==> src/rtl/serial_add_scheduler.sv <==
// serial_add_scheduler
//   Shares one bit-serial full-adder among NUM_REQ requesters. A round-robin
//   arbiter accepts one operand pair at a time, the adder walks the operands
//   LSB-first over WIDTH cycles, and the result goes back on a single
//   valid/ready response channel tagged with the requester index.
//
// Ports
//   clk, rst_n   clock (rising edge) and asynchronous active-low reset
//   req_valid    per-requester request
//   req_a/req_b  packed operands, requester i at [i*WIDTH +: WIDTH]
//   req_ready    one-hot grant, only ever driven in IDLE
//   rsp_valid    response available
//   rsp_ready    consumer accepts the response
//   rsp_id       requester that owns the response
//   rsp_sum      (a+b) mod 2^WIDTH
//   rsp_cout     carry out of bit WIDTH-1
//   busy         high whenever the FSM is not in IDLE
//
// state  | meaning
// -------+--------------------------------------------------------------
// S_IDLE | arbitrating; combinational grant, accept on handshake edge
// S_ADD  | one sum bit per cycle, LSB first, WIDTH cycles
// S_RESP | result presented, held until rsp_ready

module serial_add_scheduler #(
  parameter  int NUM_REQ = 4,
  parameter  int WIDTH   = 8,
  localparam int ID_W    = $clog2(NUM_REQ)
) (
  input  logic                     clk,
  input  logic                     rst_n,
  input  logic [NUM_REQ-1:0]       req_valid,
  input  logic [NUM_REQ*WIDTH-1:0] req_a,
  input  logic [NUM_REQ*WIDTH-1:0] req_b,
  output logic [NUM_REQ-1:0]       req_ready,
  output logic                     rsp_valid,
  input  logic                     rsp_ready,
  output logic [ID_W-1:0]          rsp_id,
  output logic [WIDTH-1:0]         rsp_sum,
  output logic                     rsp_cout,
  output logic                     busy
);

  localparam int CNT_W = (WIDTH > 1) ? $clog2(WIDTH) : 1;
  localparam int IDX_W = ID_W + 1;
  localparam logic [IDX_W-1:0] NREQ_EXT = IDX_W'(NUM_REQ);

  typedef enum logic [1:0] {
    S_IDLE = 2'd0,
    S_ADD  = 2'd1,
    S_RESP = 2'd2
  } state_e;

  state_e            state_q, state_d;
  logic [ID_W-1:0]   ptr_q,   ptr_d;
  logic [ID_W-1:0]   id_q,    id_d;
  logic [WIDTH-1:0]  a_q,     a_d;
  logic [WIDTH-1:0]  b_q,     b_d;
  logic [WIDTH-1:0]  sum_q,   sum_d;
  logic              carry_q, carry_d;
  logic [CNT_W-1:0]  cnt_q,   cnt_d;

  logic              grant_found;
  logic [ID_W-1:0]   grant_id;
  logic              s_bit;
  logic              c_next;

  // Round-robin search starting at ptr_q. Walking offsets from the far end
  // down to zero lets the closest valid requester win by being written last.
  always_comb begin
    grant_found = 1'b0;
    grant_id    = '0;
    for (int k = NUM_REQ - 1; k >= 0; k--) begin
      logic [IDX_W-1:0] idx;
      idx = {1'b0, ptr_q} + IDX_W'(k);
      if (idx >= NREQ_EXT) idx = idx - NREQ_EXT;
      if (req_valid[idx[ID_W-1:0]]) begin
        grant_found = 1'b1;
        grant_id    = idx[ID_W-1:0];
      end
    end
  end

  // Operand registers shift right each ADD cycle, so bit 0 is always the
  // current bit; the sum shifts in from the top and ends LSB-aligned.
  assign s_bit  = a_q[0] ^ b_q[0] ^ carry_q;
  assign c_next = (a_q[0] & b_q[0]) | (a_q[0] & carry_q) | (b_q[0] & carry_q);

  always_comb begin
    state_d   = state_q;
    ptr_d     = ptr_q;
    id_d      = id_q;
    a_d       = a_q;
    b_d       = b_q;
    sum_d     = sum_q;
    carry_d   = carry_q;
    cnt_d     = cnt_q;
    req_ready = '0;

    case (state_q)
      S_IDLE: begin
        // Gated by rst_n so no grant is visible while reset is held.
        if (grant_found && rst_n) begin
          req_ready = NUM_REQ'(1) << grant_id;
          id_d      = grant_id;
          a_d       = req_a[int'(grant_id)*WIDTH +: WIDTH];
          b_d       = req_b[int'(grant_id)*WIDTH +: WIDTH];
          sum_d     = '0;
          carry_d   = 1'b0;
          cnt_d     = CNT_W'(WIDTH - 1);
          if (grant_id == ID_W'(NUM_REQ - 1)) ptr_d = '0;
          else                                ptr_d = grant_id + ID_W'(1);
          state_d   = S_ADD;
        end
      end

      S_ADD: begin
        a_d     = a_q >> 1;
        b_d     = b_q >> 1;
        sum_d   = (sum_q >> 1) | (WIDTH'(s_bit) << (WIDTH - 1));
        carry_d = c_next;
        // Terminal count: the edge that consumes the last bit leaves ADD.
        if (cnt_q == '0) state_d = S_RESP;
        else             cnt_d   = cnt_q - CNT_W'(1);
      end

      S_RESP: begin
        if (rsp_ready) state_d = S_IDLE;
      end

      default: state_d = S_IDLE;
    endcase
  end

  always_ff @(posedge clk or negedge rst_n) begin
    if (!rst_n) begin
      state_q <= S_IDLE;
      ptr_q   <= '0;
      id_q    <= '0;
      a_q     <= '0;
      b_q     <= '0;
      sum_q   <= '0;
      carry_q <= 1'b0;
      cnt_q   <= '0;
    end else begin
      state_q <= state_d;
      ptr_q   <= ptr_d;
      id_q    <= id_d;
      a_q     <= a_d;
      b_q     <= b_d;
      sum_q   <= sum_d;
      carry_q <= carry_d;
      cnt_q   <= cnt_d;
    end
  end

  // Result registers are only touched in IDLE/ADD, so they are naturally
  // stable for as long as the FSM sits in RESP.
  assign rsp_valid = (state_q == S_RESP);
  assign rsp_id    = id_q;
  assign rsp_sum   = sum_q;
  assign rsp_cout  = carry_q;
  assign busy      = (state_q != S_IDLE);

endmodule

==> config.mk <==
export PLATFORM = sky130hd
export DESIGN_NAME = serial_add_scheduler
export DESIGN_NICKNAME = d
export VERILOG_FILES = /design/src/rtl/serial_add_scheduler.sv
export SDC_FILE = /design/constraint.sdc
export NUM_CORES = 1
export LEC_CHECK = 0
export ABC_AREA = 1
export CAP_MARGIN = 5
export CORE_MARGIN = 4
export CORE_UTILIZATION = 46
export CTS_CLUSTER_SIZE = 8
export DETAILED_ROUTE_END_ITERATION = 12
export PLACE_DENSITY = 0.83
export SKIP_LAST_GASP = 1
export SLEW_MARGIN = 20
export SYNTH_ARGS = -nofsm -noshare
export SYNTH_HDL_FRONTEND = slang
export SYNTH_SLANG_ARGS = --single-unit
==> constraint.sdc <==
create_clock -name clk -period 2.7 [get_ports clk]
set_input_delay 0.54 -clock clk [delete_from_list [all_inputs] [get_ports clk]]
set_output_delay 0.54 -clock clk [all_outputs]
set_load 0.01 [all_outputs]
==> impl_metrics.tcl <==
set metrics [dict create \
    r2r_slack_ps 520 \
    io_pins 88 \
    place_inst 558 \
    drive_gt1_frac 0.1142 \
    coreArea_mm2 0.005238 \
    wl_per_cell_um 11.60 \
    reg2reg_to "b_q[6]$_DFFE_PN0P_" \
    fin_skew_ps 6.916 \
    cp_top_family "buffers and inverters" \
    hold_class "primary input to asynchronous set/reset pin" \
    rsz0062_at_grt "true" \
    max-cap-violations 0 \
    startpoint_type "primary input" \
    status "completed" \
    worst_path_largest_cell_delay_ps 460 \
    highest_layer "met4" \
    drc 0 \
    netlist_instances 405 \
    ir_worst_vdd_v 0.0006177 \
    slew-limit-headroom 0.5676 \
    reg2reg_from "ptr_q[0]$_DFFE_PN0P_" \
    cts_sinks 34 \
    clock.fmax_mhz 376.3 \
    fin_ws_ps 42.52 \
    grt_max_degree 35 \
    numPortBuffers 87 \
    fin_nets 573 \
    wl_met1_um 2904 \
    syn_to_final_growth_pct 42.65 \
    slowest_stage "clkdlybuf4s50_1" \
    yosysTopAreaCell "dfrtp_1" \
    wl_um 6599 \
    p_switching_w 0.001969 \
    fill_cells 441 \
    clk_latency_ps 290 \
    vias 2716 \
    synth-seq-area-share 0.3345 \
    comb_power_share 0.693 \
    fin_crit_sh 0.9843 \
    ant_nets 0 \
    htreeDepth 2 \
    pre_cts_ws_ps -390.3 \
    clock_path_buffers 2 \
    ctsRootBufferMaster "clkbuf_8" \
    syn_nets 480 \
    synth_enable_flop_cells 0 \
    synthArstFlopShare 1.000 \
    track_usage 0.2046 \
    die_w_um 82.36 \
    setup_viol 0 \
    hold_violations 0 \
    cts_tree "built" \
    crit_fanout 4 \
    die_area_mm2 0.006783 \
    synthTopCellsByArea "dfrtp_1 33%, nand2_1 16%, inv_1 15%" \
    cp-end-kind "output pin" \
    grt_pass1_vias 2554 \
    path_buf_inv 5 \
    layout.cells.non_filler 569 \
    syn-cell-area_mm2 0.002544 \
    finalMaxSlewViolations 0 \
    yosys.area.top_type_share 0.3345 \
    antenna_found_initial 0 \
    power.leakage_nw 2.017 \
    switching_share 0.4887 \
    ys_warn_count 0 \
    final_util 0.6928 \
    initial_core_util 0.4857 \
    design_area_mm2 0.003628 \
    ctsHoldBuffers 0 \
    grt_pass1_wl_um 10840 \
    clkTransAtPathRegs_ps 60 \
    crit_top_cell "nand2_1" \
    cp_cell_sequence "clkdlybuf4s50_1 > inv_1 > o21ai_2 > nand2_1 > nand2_1 > inv_1 > a21boi_2 > buf_4 > nand2_1 > nor2_1 > clkbuf_2" \
    numCtsBuffers 5 \
    placed_area_mm2 0.003485 \
    clockPowerShare 0.095 \
    hpwl_um 4999 \
    synth_seq_cells 34 \
    drt-initial-drc-count 144 \
    syn_avg_cell_area_um2 6.281 \
    placementRows 26 \
    synth_cell_type_count 26 \
    wl_met3_um 588 \
    required_ps 2160 \
    fin_crit_ps 2657 \
    dr.pass1.iters 4 \
    power.density_mw_per_mm2 1110 \
    ys.flop_type "dfrtp_1" \
    p_seq_frac 0.212 \
    gp_congestion 0.8215 \
    met2_length_um 3027 \
    reg2reg_depth 16 \
    arrival_ps 2120 \
    die_h_um 82.36 \
    internal_power_w 0.002060 \
    num_antenna_cells 0 \
    viasPerCell 4.773 \
    grt_overflow 0 \
    worstMarginPinSlew_ps 647.9 \
    crit_type "primary input to output pin" \
]
[registers in the layout (all words and copies together) (netlist names)]
name	count
ptr_q	2
rsp_sum	8
state_q	2
a_q	8
rsp_cout	1
rsp_id	2
b_q	8
cnt_q	3
[Yosys cell counts, types with 3 or more instances]
| master | n |
|---|---|
| o22ai_1 | 16 |
| buf_6 | 5 |
| inv_2 | 4 |
| o21ai_1 | 3 |
| dfrtp_1 | 34 |
| nand2_2 | 4 |
| o21ai_0 | 10 |
| inv_1 | 105 |
| buf_2 | 10 |
| nor2_1 | 11 |
| nand3_1 | 72 |
| nand2_1 | 111 |
| ha_1 | 3 |
[per-stage QoR]
stage                     TNS [ps]  power (W)  hold slack (ps)
after floorplan                  0   0.002842            244.4
after global routing        -119.4   0.004452            341.0
after detailed placement     -1389   0.003520            471.1
after CTS                   -54.94   0.003917            310.4
after global placement       -1107   0.003448            465.5
final                            0   0.004029            300.9
[what timing repair did]
item,CTS,global route
pin swaps,0,2
setup endpoints to repair,4,4
setup buffers,0,3
gates resized for setup,9,21
[placed cells by master, fill, tap and decap left out, drive strengths merged, types with 3 or more instances in the layout]
cell type	netlist	final
nand2	116	116
o22ai	16	16
clkdlybuf4s50	0	80
o21ai	14	14
nand3	74	74
ha	3	3
dfrtp	34	34
clkbuf	2	10
inv	109	109
buf	17	20
nor2	11	11
[power by group through the flow]
stage | Combinational [W] | Clock [W] | Sequential (W)
finish | 0.00279 | 0.000381 | 0.000854
global route | 0.00317 | 0.000405 | 0.000880
CTS | 0.00268 | 0.000385 | 0.000847
detailed placement | 0.00267 | 0 | 0.000853
global placement | 0.00261 | 0 | 0.000843
floorplan | 0.00199 | 0 | 0.000849
[worst reg2reg max path: cells and delay by family, from the launching register on]
family / cells / cell delay (ps)
and+or+nand+nor: 12 / 1010
DFF: 1 / 500
buffers and inverters: 4 / 580
[logic make-up (layout without fill, tap and decap cells)]
logic type                 Yosys count  count (layout)  share of synthesized area
and+or+nand+nor                    203             203                     0.3487
buffers and inverters              129             223                     0.2115
AOI/OAI and AO/OA                   35              35                    0.08264
DFF                                 34              34                     0.3345
adders and majority gates            4               4                    0.02263
[worst max path at each step]
stage                            start      endpoint  cells after the start
after CTS                 req_valid[3]  req_ready[2]                     11
after floorplan           req_valid[3]  req_ready[3]                     10
final                     req_valid[3]  req_ready[2]                     11
after global placement    req_valid[3]  req_ready[3]                     11
after global routing      req_valid[3]  req_ready[2]                     11
after detailed placement  req_valid[3]  req_ready[2]                     11
[final cells by class]
cell class,instances,area (um2),share of cell area
multi-input cells,242,1199,0.3303
repair buffers,105,985.9,0.2717
flip-flops and latches,34,852.1,0.2348
inverters,110,412.9,0.1138
well taps,70,87.58,0.02414
clock buffers,7,86.33,0.02379
clock inverters,1,5.005,0.001379
[per-layer routing]
layer  vias to the layer above  track usage
met4                         0      0.06478
li1                       1411            -
met1                      1192       0.2677
met2                       103       0.3269
met5                         -            0
met3                        10      0.05640
(Power assumes the default switching activity.)
